## src/rtl/fetch_jump_sequencer.sv

```systemverilog
// rtl/fetch_jump_sequencer.sv - hardwired fetch / jump-class control sequencer for Datapath2
//
// Purpose: drives the T-step control strobes for instruction fetch (T0-T2) and
// the jump class (jal, jr, conditional branch). It waits on memory-ready during
// the read, faults on a read timeout, stops on halt, and hands every other
// opcode to the ALU-op sequencer.
//
// Ports:
//   clk, clr                  clock; synchronous active-high clear
//   run                       start/continue fetching (sampled in IDLE and END)
//   ir_opcode                 IR[31:27], decoded in DEC
//   con_ff                    CON flip-flop, consulted in B6 only
//   mem_ready                 memory read data valid on MDR input
//   exec_done                 ALU-op sequencer finished the current instruction
//   PCout..Yin                datapath strobes
//   Gra,Rout,CONin,Cout,link_in  register-select / CON / C / R15-write strobes
//   alu_op                    ALU_Control (nonzero only in T0 and B5)
//   exec_req, halted, fault   handoff request, halt state, sticky read timeout
//   tstep                     current T-step index for debug
module fetch_jump_sequencer #(
  parameter int                OPC_W       = 5,
  parameter logic [OPC_W-1:0]  JAL_OP      = 5'd21,
  parameter logic [OPC_W-1:0]  JR_OP       = 5'd20,
  parameter logic [OPC_W-1:0]  BR_OP       = 5'd18,
  parameter logic [OPC_W-1:0]  HALT_OP     = 5'd27,
  parameter logic [OPC_W-1:0]  ALU_INC     = 5'd12,
  parameter logic [OPC_W-1:0]  ALU_ADD     = 5'd2,
  parameter int                MEM_TIMEOUT = 16
) (
  input  logic             clk,
  input  logic             clr,
  input  logic             run,
  input  logic [OPC_W-1:0] ir_opcode,
  input  logic             con_ff,
  input  logic             mem_ready,
  input  logic             exec_done,
  output logic             PCout,
  output logic             PCin,
  output logic             MARin,
  output logic             MDRin,
  output logic             MDRout,
  output logic             IRin,
  output logic             Read,
  output logic             Zin,
  output logic             Zlowout,
  output logic             Yin,
  output logic             Gra,
  output logic             Rout,
  output logic             CONin,
  output logic             Cout,
  output logic             link_in,
  output logic [OPC_W-1:0] alu_op,
  output logic             exec_req,
  output logic             halted,
  output logic             fault,
  output logic [3:0]       tstep
);

  localparam logic [4:0] S_IDLE  = 5'd0;
  localparam logic [4:0] S_T0    = 5'd1;
  localparam logic [4:0] S_T1    = 5'd2;
  localparam logic [4:0] S_RD    = 5'd3;
  localparam logic [4:0] S_LD    = 5'd4;
  localparam logic [4:0] S_T2    = 5'd5;
  localparam logic [4:0] S_DEC   = 5'd6;
  localparam logic [4:0] S_J3    = 5'd7;
  localparam logic [4:0] S_J4    = 5'd8;
  localparam logic [4:0] S_R3    = 5'd9;
  localparam logic [4:0] S_B3    = 5'd10;
  localparam logic [4:0] S_B4    = 5'd11;
  localparam logic [4:0] S_B5    = 5'd12;
  localparam logic [4:0] S_B6    = 5'd13;
  localparam logic [4:0] S_X     = 5'd14;
  localparam logic [4:0] S_END   = 5'd15;
  localparam logic [4:0] S_HALT  = 5'd16;
  localparam logic [4:0] S_FAULT = 5'd17;

  localparam int CNT_W = (MEM_TIMEOUT > 1) ? $clog2(MEM_TIMEOUT) : 1;
  localparam logic [CNT_W-1:0] CNT_LAST = CNT_W'(MEM_TIMEOUT - 1);

  logic [4:0]       state;
  logic [4:0]       next_state;
  logic [CNT_W-1:0] rd_count;

  // rd_count is zero on the first RD cycle (it is held clear outside RD), so
  // the FAULT transition happens on the MEM_TIMEOUT-th RD cycle without ready.
  always_ff @(posedge clk) begin
    if (clr) begin
      state    <= S_IDLE;
      rd_count <= '0;
    end else begin
      state <= next_state;
      if (state == S_RD && !mem_ready)
        rd_count <= rd_count + 1'b1;
      else
        rd_count <= '0;
    end
  end

  always_comb begin
    next_state = state;
    case (state)
      S_IDLE:  if (run) next_state = S_T0;
      S_T0:    next_state = S_T1;
      S_T1:    next_state = S_RD;
      S_RD: begin
        if (mem_ready)                  next_state = S_LD;
        else if (rd_count == CNT_LAST)  next_state = S_FAULT;
      end
      S_LD:    next_state = S_T2;
      S_T2:    next_state = S_DEC;
      S_DEC: begin
        if      (ir_opcode == JAL_OP)  next_state = S_J3;
        else if (ir_opcode == JR_OP)   next_state = S_R3;
        else if (ir_opcode == BR_OP)   next_state = S_B3;
        else if (ir_opcode == HALT_OP) next_state = S_HALT;
        else                           next_state = S_X;
      end
      S_J3:    next_state = S_J4;
      S_J4:    next_state = S_END;
      S_R3:    next_state = S_END;
      S_B3:    next_state = S_B4;
      S_B4:    next_state = S_B5;
      S_B5:    next_state = S_B6;
      S_B6:    next_state = S_END;
      S_X:     if (exec_done) next_state = S_END;
      S_END:   next_state = run ? S_T0 : S_IDLE;
      S_HALT:  next_state = S_HALT;
      S_FAULT: next_state = S_FAULT;
      default: next_state = S_IDLE;
    endcase
  end

  always_comb begin
    PCout    = 1'b0;
    PCin     = 1'b0;
    MARin    = 1'b0;
    MDRin    = 1'b0;
    MDRout   = 1'b0;
    IRin     = 1'b0;
    Read     = 1'b0;
    Zin      = 1'b0;
    Zlowout  = 1'b0;
    Yin      = 1'b0;
    Gra      = 1'b0;
    Rout     = 1'b0;
    CONin    = 1'b0;
    Cout     = 1'b0;
    link_in  = 1'b0;
    alu_op   = '0;
    exec_req = 1'b0;
    halted   = 1'b0;
    fault    = 1'b0;
    tstep    = 4'd0;
    case (state)
      S_T0:    begin PCout = 1'b1; MARin = 1'b1; Zin = 1'b1; alu_op = ALU_INC; end
      S_T1:    begin Zlowout = 1'b1; PCin = 1'b1; tstep = 4'd1; end
      S_RD:    begin Read = 1'b1; tstep = 4'd1; end
      S_LD:    begin Read = 1'b1; MDRin = 1'b1; tstep = 4'd1; end
      S_T2:    begin MDRout = 1'b1; IRin = 1'b1; tstep = 4'd2; end
      S_DEC:   tstep = 4'd3;
      S_J3:    begin PCout = 1'b1; link_in = 1'b1; tstep = 4'd3; end
      S_J4:    begin Gra = 1'b1; Rout = 1'b1; PCin = 1'b1; tstep = 4'd4; end
      S_R3:    begin Gra = 1'b1; Rout = 1'b1; PCin = 1'b1; tstep = 4'd3; end
      S_B3:    begin Gra = 1'b1; Rout = 1'b1; CONin = 1'b1; tstep = 4'd3; end
      S_B4:    begin PCout = 1'b1; Yin = 1'b1; tstep = 4'd4; end
      S_B5:    begin Cout = 1'b1; Zin = 1'b1; alu_op = ALU_ADD; tstep = 4'd5; end
      // Branch taken: the PC+C sum waiting in Z is written to PC.
      S_B6:    begin Zlowout = con_ff; PCin = con_ff; tstep = 4'd6; end
      S_X:     begin exec_req = 1'b1; tstep = 4'd3; end
      S_HALT:  halted = 1'b1;
      S_FAULT: fault = 1'b1;
      default: ;
    endcase
  end

endmodule

```

## config.mk

```make
export PLATFORM = sky130hd
export DESIGN_NAME = fetch_jump_sequencer
export DESIGN_NICKNAME = d
export VERILOG_FILES = /design/src/rtl/fetch_jump_sequencer.sv
export SDC_FILE = /design/constraint.sdc
export NUM_CORES = 1
export LEC_CHECK = 0
export ABC_AREA = 1
export BUFFER_PORTS_ARGS = -buffer_cell sky130_fd_sc_hd__buf_2
export CAP_MARGIN = 5
export CORE_MARGIN = 5
export CORE_UTILIZATION = 46
export CTS_CLUSTER_DIAMETER = 30
export DETAILED_ROUTE_END_ITERATION = 7
export PLACE_DENSITY = 0.84
export SLEW_MARGIN = 5
export SYNTH_ARGS = -nofsm -noshare
export SYNTH_HDL_FRONTEND = slang
export SYNTH_SLANG_ARGS = --single-unit
```

## constraint.sdc

```tcl
create_clock -name clk -period 1.3 [get_ports clk]
set_input_delay 0.065 -clock clk [delete_from_list [all_inputs] [get_ports clk]]
set_output_delay 0.065 -clock clk [all_outputs]
set_load 0.02 [all_outputs]
```

==> reports/metrics.yaml <==
placement:
  pre_cts_slack_ps: -161
  port_buffers: 34
  dp_hpwl_mm: 2.27
  routabilityCongestion: 0.905
setup_path:
  end_kind: "primary output"
  crit_fanout: 5
  required_ps: 1240
  critPathArrivalTime_ps: 1600
  critPathKind: "reg -> out"
  regToRegStartpoint: "state[2]$_SDFFE_PP0P_"
  crit_path_start_kind: "flop"
  crit_start: "state[2]$_SDFFE_PP0P_"
global_route:
  grt_max_degree: 6
  grt_first_pass_wirelength_mm: 5.95
  grt_overflow_total: 0
  first_global_vias: 1316
  grt_usage: 0.291
  antenna_found_initial: 0
final_layout:
  diodes: 0
  syn_to_final_growth_pct: 94.2
  drive_gt1_frac: 0.594
  final_common_cell: "buf_4"
  finalNetCount: 230
  most-common-layout-cells: "buf_4, buf_6, inv_1"
  final_util: 0.941
timing:
  timing.fmax_mhz: 601
  period_needed_ps: 1660
  setup_tns_ps: -6770
  clock_skew_ps: 11.3
  hold_viol_final: 0
  slew_violations: 0
  finalCritPeriodShare: 1.28
  grt_setup_unrepaired: "true"
  setup_viol: 33
  layout_setup_ws_ps: -363
power_and_ir_drop:
  cellPowerDensity_nw_per_um2: 807
  ir_worst_vdd_uv: 768
  leakage_nw: 0.885
synthesis:
  ys_top_cells_by_area: "dfxtp_1, inv_1, nand2_1"
  synth-seq-area-share: 0.213
  yosysTopAreaCell: "dfxtp_1"
  yosysTopAreaCellShare: 0.213
  syn_inst: 147
  synth-seq-cells: 9
  syn-cell-area_sq_um: 846
  syn_avg_cell_area_sq_um: 5.75
  ys_types: 21
  yosys_warnings: 0
outcome:
  outcome: "complete, but fails checks"
  violations: "setup timing"
clock_tree:
  cts_buffer_depth: 2
  cts_buffers: 3
  htree_levels: 1
  cts_tree: "built"
  clockRootBuffer: "clkbuf_4"
  clkSinkCount: 9
  path_clk_slew_ps: 70
  clkLatencyLatePin_ps: 270
die:
  die_y_um: 52.9
  fp-row-count: 15
  pin_count: 38
  core-area_sq_um: 1750
  start_util: 0.485
  die_w_um: 52.9
  dieArea_sq_um: 2800
drt:
  finalWirelength_mm: 5.05
  viasPerCell: 6.14
  wl_per_cell_um: 20.9
  via_count: 1487
  drcViolationCount: 0
  ant_nets: 0
  firstDrtPassIters: 5
  drtIter0Drc: 143
worst_hold_path:
  min_from: "clr"
  hp-class: "in -> reg"
run:
  maxCapViolations: 0
==> layer usage <==
| layer | up-vias | wire [um] | global-route usage |
|---|---|---|---|
| met5 | - | 0 | 0 |
| met4 | 0 | 435 | 0.191 |
| met3 | 65 | 577 | 0.0366 |
| met2 | 177 | 2430 | 0.552 |
| met1 | 648 | 1610 | 0.290 |
| li1 | 597 | - | - |
==> per-stage QoR <==
stage / instance area [sq um] / hold slack [ps] / total power [W] / instances
global placement: 1190 / 292 / 0.000833 / 225
floorplan: 858 / 134 / 0.000652 / 149
detailed placement: 1190 / 299 / 0.000845 / 225
CTS: 1480 / 9.37 / 0.00116 / 238
global route: 1640 / 21.7 / 0.00138 / 242
finish: 1640 / 29.3 / 0.00133 / 242
==> kinds of logic after synthesis <==
kind of cell	count (synthesis)	synth area share
other cells	1	0.00443
buf+inv	37	0.195
simple gates	84	0.472
fa+ha+maj	1	0.0148
xor+xnor	2	0.0207
flops	9	0.213
compound gates	13	0.0799
==> worst max-delay path, stage by stage (launching register included) <==
cell     delay [ps]
dfxtp_4         370
buf_6           120
nand2_4          70
nor2_4           50
buf_6           120
nand2_4          70
nand2_2          80
a21oi_1         200
nand2_1          90
buf_4           160
==> layout make-up <==
cell class | instances | area (sq um)
multi-input cells | 103 | 684
well taps | 25 | 31.3
fillers | 58 | 103
clock buffers | 4 | 26.3
repair buffers | 71 | 584
flip-flops and latches | 9 | 196
inverters | 30 | 120
==> path summary, 6_finish.rpt <==
path | endpoint | slack (ps) | depth (start not counted)
setup / recovery | tstep[2] | -360 | 9
hold / removal | state[1]$_SDFFE_PP0P_ | 30 | 2
setup reg to reg | state[0]$_SDFFE_PP0P_ | -360 | 11
hold reg to reg | rd_count[0]$_SDFF_PP0_ | 460 | 1
==> power breakdown <==
part,total (W),leakage (nW),internal [W],switching [W]
registers,0.000337,0.0763,0.000297,0.0000398
clock network,0.000223,0.0150,0.000119,0.000104
logic,0.000767,0.794,0.000293,0.000474
==> cells in the mapped netlist <==
master,count
a21oi_1,5
buf_4,7
conb_1,1
dfxtp_1,9
ha_1,1
inv_1,27
inv_2,3
nand2_1,27
nand3_1,19
nand3_2,2
nand4_1,3
nor2_1,24
nor2_2,2
nor2_4,3
nor3_1,3
nor4_2,1
o211ai_1,1
o21ai_0,6
o21ai_1,1
xnor2_1,1
xor2_1,1
==> state kept, by name, indices dropped and copies added (netlist names) <==
name and cells:
rd_count 4, state 5
==> timing repair <==
item                       CTS  global route
setup endpoints to repair   29            33
hold buffers                 0             0
resized for setup           70            39
buffers inserted            10             7
pin swaps                    9             9
Power figures use the tool's default switching activity.
